File: src/rtl/ook_wave_gen.sv
// On-off-keyed baseband generator: serialises a 1024-bit frame, MSB first, into
// strobed signed I/Q samples that rotate a quarter turn on every strobe.
module ook_wave_gen #(
    parameter int unsigned SAMP_DIV = 8,
    parameter int unsigned SPB      = 1,
    parameter logic [15:0] AMP_ON   = 16'd16000,
    parameter logic [15:0] AMP_OFF  = 16'd0
) (
    input  logic               CLK,
    input  logic               RST,
    input  logic               LOAD_EN,
    input  logic [3:0]         LOAD_ADDR,
    input  logic [63:0]        LOAD_DAT,
    input  logic               GEN_SRT,
    output logic               DDC_DEN,
    output logic signed [15:0] DDC_DATI,
    output logic signed [15:0] DDC_DATQ,
    output logic               Morse_out,
    output logic               GEN_BUSY,
    output logic               GEN_DONE
);

    typedef enum logic [1:0] {
        S_IDLE,
        S_SEND,
        S_FIN
    } state_t;

    localparam logic [15:0] DIV_LAST = 16'(SAMP_DIV - 1);
    localparam logic [15:0] SPB_LAST = 16'(SPB - 1);
    localparam logic [15:0] BIT_TOP  = 16'd1023;

    state_t             state_q, state_d;
    logic [1023:0]      frame_q, frame_d;
    logic [15:0]        bit_idx_q, bit_idx_d;
    logic [15:0]        sub_q, sub_d;
    logic [15:0]        div_q, div_d;
    logic [1:0]         phase_q, phase_d;
    logic               den_q, den_d;
    logic signed [15:0] dati_q, dati_d;
    logic signed [15:0] datq_q, datq_d;
    logic               morse_q, morse_d;
    logic               busy_q, busy_d;
    logic               done_q, done_d;

    logic               cur_bit;
    logic signed [15:0] amp_cur;

    function automatic logic signed [15:0] neg16(input logic signed [15:0] a);
        return -a;
    endfunction

    function automatic logic signed [15:0] amp_sel(input logic b);
        return b ? $signed(AMP_ON) : $signed(AMP_OFF);
    endfunction

    assign cur_bit = frame_q[bit_idx_q[9:0]];
    assign amp_cur = amp_sel(cur_bit);

    always_comb begin
        state_d   = state_q;
        frame_d   = frame_q;
        bit_idx_d = bit_idx_q;
        sub_d     = sub_q;
        div_d     = div_q;
        phase_d   = phase_q;
        den_d     = 1'b0;
        dati_d    = dati_q;
        datq_d    = datq_q;
        morse_d   = morse_q;
        busy_d    = busy_q;
        done_d    = 1'b0;

        unique case (state_q)
            S_IDLE: begin
                // Word 0 lands in the top 64 bits, word 15 in the bottom 64.
                if (LOAD_EN) begin
                    frame_d[{~LOAD_ADDR, 6'd0} +: 64] = LOAD_DAT;
                end
                if (GEN_SRT) begin
                    state_d   = S_SEND;
                    bit_idx_d = BIT_TOP;
                    sub_d     = 16'd0;
                    div_d     = 16'd0;
                    phase_d   = 2'd0;
                    busy_d    = 1'b1;
                end
            end
            S_SEND: begin
                if (div_q == DIV_LAST) begin
                    div_d   = 16'd0;
                    den_d   = 1'b1;
                    morse_d = cur_bit;
                    phase_d = phase_q + 2'd1;
                    unique case (phase_q)
                        2'd0: begin dati_d = amp_cur;        datq_d = 16'sd0;          end
                        2'd1: begin dati_d = 16'sd0;         datq_d = amp_cur;         end
                        2'd2: begin dati_d = neg16(amp_cur); datq_d = 16'sd0;          end
                        default: begin dati_d = 16'sd0;      datq_d = neg16(amp_cur);  end
                    endcase
                    if (sub_q == SPB_LAST) begin
                        sub_d = 16'd0;
                        if (bit_idx_q == 16'd0) begin
                            state_d = S_FIN;
                        end else begin
                            bit_idx_d = bit_idx_q - 16'd1;
                        end
                    end else begin
                        sub_d = sub_q + 16'd1;
                    end
                end else begin
                    div_d = div_q + 16'd1;
                end
            end
            S_FIN: begin
                done_d  = 1'b1;
                busy_d  = 1'b0;
                dati_d  = 16'sd0;
                datq_d  = 16'sd0;
                morse_d = 1'b0;
                state_d = S_IDLE;
            end
            default: begin
                state_d = S_IDLE;
            end
        endcase
    end

    always_ff @(posedge CLK or posedge RST) begin
        if (RST) begin
            state_q   <= S_IDLE;
            frame_q   <= '0;
            bit_idx_q <= '0;
            sub_q     <= '0;
            div_q     <= '0;
            phase_q   <= '0;
            den_q     <= 1'b0;
            dati_q    <= '0;
            datq_q    <= '0;
            morse_q   <= 1'b0;
            busy_q    <= 1'b0;
            done_q    <= 1'b0;
        end else begin
            state_q   <= state_d;
            frame_q   <= frame_d;
            bit_idx_q <= bit_idx_d;
            sub_q     <= sub_d;
            div_q     <= div_d;
            phase_q   <= phase_d;
            den_q     <= den_d;
            dati_q    <= dati_d;
            datq_q    <= datq_d;
            morse_q   <= morse_d;
            busy_q    <= busy_d;
            done_q    <= done_d;
        end
    end

    assign DDC_DEN   = den_q;
    assign DDC_DATI  = dati_q;
    assign DDC_DATQ  = datq_q;
    assign Morse_out = morse_q;
    assign GEN_BUSY  = busy_q;
    assign GEN_DONE  = done_q;

endmodule

File: config.mk
export PLATFORM = sky130hd
export DESIGN_NAME = ook_wave_gen
export DESIGN_NICKNAME = d
export VERILOG_FILES = /design/src/rtl/ook_wave_gen.sv
export SDC_FILE = /design/constraint.sdc
export NUM_CORES = 2
export LEC_CHECK = 0
export ABC_AREA = 1
export CORE_MARGIN = 4
export CORE_UTILIZATION = 29
export CTS_CLUSTER_DIAMETER = 40
export DETAILED_ROUTE_END_ITERATION = 10
export MAX_ROUTING_LAYER = met4
export PLACE_DENSITY = 0.54
export SLEW_MARGIN = 20
export SYNTH_ARGS = -nofsm -noshare
export SYNTH_HDL_FRONTEND = slang
export SYNTH_SLANG_ARGS = --single-unit
File: constraint.sdc
create_clock -name CLK -period 54.6 [get_ports CLK]
set_input_delay 10.92 -clock CLK [delete_from_list [all_inputs] [get_ports CLK]]
set_output_delay 10.92 -clock CLK [all_outputs]
set_load 0.03 [all_outputs]
# Word level (Yosys, flattened, before mapping)
# Cells that the tools add are included.
[totals] ff_bits=1112 in_bits=72 out_inout_bits=36 elab_cells=83
[classes] n_addsub=6 order_cmp=1 eq_ne=10 shift=2 muxes=36 n_bitwise=1 n_reduce_logical=15
[op_table] cell="bitwise mux 1024 bit" count=1
[op_table] cell="variable shift 64 x 12 -> 1024 bit, first input constant" count=1
[op_table] cell="variable part select 64 x 12 -> 1024 bit" count=1
[op_table] cell="one-hot mux 16 bit (2 select lines)" count=7
[op_table] cell="2-to-1 mux 16 bit" count=10
[op_table] cell="adder 16 x 1 -> 16 bit, second input constant" count=2
[op_table] cell="zero test 16 bit" count=2
[op_table] cell="== test 16 x 3 -> 1 bit, second input constant" count=1
[op_table] cell="negation 14 -> 16 bit" count=1
[op_table] cell="subtractor 16 x 1 -> 16 bit, second input constant" count=1
[op_table] cell="2-to-1 mux 14 bit" count=1
[op_table] cell="2-to-1 mux 2 bit" count=6
[op_table] cell="negation 10 -> 12 bit" count=1
[op_table] cell="< comparator 10 x 11 -> 1 bit, second input constant" count=1
[op_table] cell="binary-select mux 1 bit (select 10 bit)" count=1
[op_table] cell="inequality test 2 bit, second input constant" count=5
[op_table] cell="one-hot mux 2 bit (2 select lines)" count=2
[op_table] cell="AND reduction 2 bit" count=4
[op_table] cell="2-to-1 mux 1 bit" count=6
[op_table] cell="nonzero test 2 bit" count=3
[op_table] cell="AND reduction 5 bit" count=1
[op_table] cell="== test 2 x 1 -> 1 bit, second input constant" count=2
[op_table] cell="== test 2 bit, second input constant" count=2
[op_table] cell="zero test 2 bit" count=2
[op_table] cell="other kinds (6)" count=7

# Logic depth before layout (Yosys ltp)
[logic_depth] word_depth=7 mapped_depth=20 mapped_depth_nobuf=19

# Worst setup path before layout
# OpenSTA, ideal clock, no wires.
[synth_timing] path_kind="input to register" start="in LOAD_ADDR[0]" end="reg frame_q[931]" setup_ns=0.134 arrival_time_ns=12.542 setup_slack_ns=41.924 cell_stages=12 n_path_buf=2 cell_sequence="ha_1 -> inv_1 -> nor2_1 -> inv_1 -> nor2_2 -> inv_1 -> nor2_2 -> inv_1 -> clkbuf_1 -> buf_2 -> nand2_1 -> o21ai_0"
[synth_between] elab_chain_len=4 elab_cells_between_ends=5 cone_classes="add/sub (1); shift (2); mux (1); bitwise (1)"
[synth_lines] item="start: declaration" line_no="12" source="input logic [3:0] LOAD_ADDR,"
[synth_lines] item="NOT 4 bit (*)" line_no="78" source="frame_d[{~LOAD_ADDR, 6'd0} +: 64] = LOAD_DAT;"
[synth_lines] item="negation 10 -> 12 bit (*)" line_no="78"
[synth_lines] item="variable part select 64 x 12 -> 1024 bit / variable shift 64 x 12 -> 1024 bit (equally long branches)" line_no="78"
[synth_lines] item="bitwise mux 1024 bit (*)" line_no="78"
[synth_lines] item="end signal: assignment" line_no="145" source="frame_q <= frame_d;"
[synth_lines] item="end: declaration" line_no="34" source="logic [1023:0] frame_q, frame_d;"
# Every way passes the cells marked *; elsewhere a longest branch is shown, timed or not.
# A chain may end at the register's enable or synchronous reset.

# Worst setup path after layout
[layout_timing] start="in LOAD_ADDR[0]" end="reg frame_q[846]"
# Same word-level chain as after synthesis.

==> impl_metrics.sql <==
INSERT INTO impl_metrics (metric_group, metric, value, unit) VALUES
('status', 'run_status', 'finished clean', ''),
('power_and_ir_drop', 'p_clk_frac', '0.549', ''),
('placement', 'dp_hpwl', '98000', 'um'),
('global_routing', 'grt_use_met2', '0.290', ''),
('global_routing', 'grt.met1_usage', '0.267', ''),
('clocking', 'cts_max_path_buffers', '3', ''),
('critical_path', 'critical_path.max_fanout', '104', ''),
('global_routing', 'grt_usage', '0.192', ''),
('global_routing', 'globalRoute.busiestLayer', 'met2', ''),
('critical_path', 'worst-endpoint-required', '55.23', 'ns'),
('critical_path', 'setup.worst_path.end', 'frame_q[846]', ''),
('clocking', 'ctsResizeCount', '0', ''),
('cells_and_area', 'final_layout_size_suffix_gt1_frac', '0.0653', ''),
('global_routing', 'grt_start_max_net_pins', '166', ''),
('placement', 'dp.cells', '8486', ''),
('routing', 'first_pass_iters', '6', ''),
('routing', 'drt_first_iter_violations', '4675', ''),
('sta', 'totalNegativeSetupSlack', '0', 'ns'),
('clocking', 'clk_latency', '0.81', 'ns'),
('die', 'floorplan.initialDensity', '0.292', ''),
('run', 'drv_cap', '0', ''),
('cells_and_area', 'nFillCells', '18200', ''),
('power_and_ir_drop', 'vdd.ir_drop.worst', '0.0303', 'mV'),
('die', 'chipHeight', '427', 'um'),
('clocking', 'holdBufCountCts', '0', ''),
('power_and_ir_drop', 'power.switching_fraction', '0.255', ''),
('die', 'placement_rows', '153', ''),
('placement', 'pre_cts_ws', '39.75', 'ns'),
('cells_and_area', 'synthToLayoutAreaGrowth', '16.1', '%'),
('power_and_ir_drop', 'power_leakage', '27.5', 'nW'),
('critical_path', 'critPathArrivalTime', '14.73', 'ns'),
('sta', 'setup_repair_after_global_routing_missed_its_margin', 'false', ''),
('critical_path', 'end_kind', 'flip-flop', ''),
('critical_path', 'start_kind', 'input port', ''),
('die', 'die_outline_area', '183000', 'um2'),
('sta', 'final-max-slew-violation-count', '0', ''),
('critical_path', 'crit_path_start', 'LOAD_ADDR[0]', ''),
('power_and_ir_drop', 'pwr_density', '34.9', 'nW/um2'),
('cells_and_area', 'final_cell_mix', 'sky130_fd_sc_hd__nand2_1 (2131), sky130_fd_sc_hd__dfrtp_1 (1082), sky130_fd_sc_hd__o21ai_0 (1048), sky130_fd_sc_hd__nand3_1 (574), sky130_fd_sc_hd__inv_1 (379)', ''),
('sta', 'max_clock_freq', '70.9', 'MHz'),
('yosys', 'synth.yosys.warnings', '0', ''),
('die', 'die-width', '427', 'um'),
('yosys', 'syn-instance-count', '6518', ''),
('placement', 'number_of_buffer_cells_added_on_primary_ports', '93', ''),
('power_and_ir_drop', 'power_frac_seq', '0.397', ''),
('routing', 'dr_vias_cell', '4.99', ''),
('placement', 'gp_congestion', '0.852', ''),
('sta', 'fin_worst_skew', '0.0410', 'ns'),
('routing', 'via_count', '43900', ''),
('sta', 'finalHoldViolations', '0', ''),
('power_and_ir_drop', 'internal_power', '1.54', 'mW'),
('critical_path', 'worstSetupPathType', 'input port to flip-flop', ''),
('clocking', 'postCtsSetupBuffers', '0', ''),
('cells_and_area', 'instances_no_fill', '8801', ''),
('global_routing', 'routing_usage_on_met3', '0.0262', ''),
('routing', 'drtAntennaViolNets', '0', ''),
('cells_and_area', 'layout_commonest_cell', 'sky130_fd_sc_hd__nand2_1', ''),
('clocking', 'total_clock_sinks', '1086', ''),
('sta', 'finalSetupViolations', '0', ''),
('sta', 'post-route-period-util', '0.258', ''),
('critical_path', 'r2r-start', 'bit_idx_q[1]', ''),
('critical_path', 'cell_depth_of_the_worst_flop_to_flop_path', '16', ''),
('critical_path', 'worst_r2r_endpoint', 'DDC_DATI[13]', ''),
('yosys', 'seq_area_frac_synth', '0.533', ''),
('sta', 'final_min_period', '14.11', 'ns'),
('sta', 'final.setup.worst_slack', '40.49', 'ns'),
('cells_and_area', 'num_antenna_cells', '0', ''),
('clocking', 'numCtsBuffers', '168', ''),
('sta', 'tightestPinTransition', '1.15', 'ns'),
('yosys', 'synth_seq_cells', '1086', ''),
('yosys', 'synthDistinctLibCells', '47', '');
-- worst min-delay path by stage --
stage                             from            to  cells after the start
after detailed placement    frame_q[8]    frame_q[8]                      2
after CTS                   frame_q[8]    frame_q[8]                      2
final                     frame_q[741]  frame_q[741]                      2
after global routing      frame_q[133]  frame_q[133]                      2
after floorplan            frame_q[24]   frame_q[24]                      2
after global placement    frame_q[528]  frame_q[528]                      2
-- worst max-delay path, cell delays in order --
cell and delay (ns):
sky130_fd_sc_hd__clkdlybuf4s50_1 0.54, sky130_fd_sc_hd__ha_1 0.43, sky130_fd_sc_hd__inv_1 0.10, sky130_fd_sc_hd__nor2_4 0.70, sky130_fd_sc_hd__clkinv_1 0.53, sky130_fd_sc_hd__nor2_1 0.43, sky130_fd_sc_hd__nand2_4 0.23, sky130_fd_sc_hd__buf_4 0.48
sky130_fd_sc_hd__nand2_1 0.16, sky130_fd_sc_hd__o21ai_0 0.10
-- state kept, by name (all words and copies together) (netlist names), 2 cells and up --
name / cells
frame_q: 1024
bit_idx_q: 16
div_q: 16
sub_q: 16
DDC_DATI: 3
DDC_DATQ: 3
phase_q: 2
state_q: 2
-- power by group through the flow --
stage / Combinational [mW] / Sequential, mW / Clock [mW]
floorplan: 0.0631 / 0.834 / 0
global placement: 0.111 / 0.835 / 0
detailed placement: 0.111 / 0.835 / 0
CTS: 0.111 / 0.821 / 1.15
global route: 0.121 / 0.822 / 1.19
finish: 0.111 / 0.821 / 1.13
-- layout make-up --
type	instances	area, um2	area share
repair buffers	158	1490	0.0251
multi-input cells	4521	20000	0.339
clock inverters	115	1510	0.0255
flip-flops and latches	1086	27200	0.459
inverters	396	1510	0.0255
clock buffers	200	4540	0.0767
well taps	2325	2910	0.0492
-- logic make-up (layout without fill, tap and decap cells) --
logic type               Yosys count  after routing  share of synthesized area
AO/OA/AOI/OAI                   1348           1348                      0.137
buffers and inverters            924            869                     0.0775
XOR/XNOR                           8              8                    0.00152
other                              1             14                  0.0000736
AND/OR/NAND/NOR                 3142           3142                      0.249
adder cells (fa/ha/maj)            9              9                    0.00221
flip-flops                      1086           1086                      0.533
-- synthesized netlist by cell type, drive strengths merged --
cell type	n	area, um2
nand2	2142	8060
dfrtp	1086	27200
o21ai	1056	5290
nand3	577	2890
inv	393	1480
nor2	367	1400
clkbuf	291	1090
buf	237	1370
a21oi	172	861
o22ai	69	432
nor3	22	120
o31ai	21	158
o211ai	18	135
nand4	12	75.1
ha	9	113
or2	9	56.3
nor4	7	50.1
xor2	7	68.8
a21boi	5	37.5
clkinv	3	12.5
nor3b	3	22.5
a2111oi	1	8.76
a211oi	1	7.51
a22o	1	8.76
a22oi	1	7.51
a31oi	1	6.26
and3	1	6.26
conb	1	3.75
nand3b	1	7.51
o311ai	1	8.76
o32ai	1	8.76
or4	1	7.51
xnor2	1	8.76
-- layer usage --
layer  routed length, um  share of wire
met4                5270          0.031
met5                   0              0
met1               77900           0.45
met2               77400           0.45
met3               11500          0.067
-- per-stage QoR --
step | hold WS, ns | util
6_report | 0.476 | 0.339
5_1_grt | 0.495 | 0.339
4_1_cts | 0.479 | 0.339
3_5_place_dp | 0.466 | 0.305
3_3_place_gp | 0.459 | 0.305
2_1_floorplan | 0.445 | -
Note: power is estimated with default switching activity, not from simulation.
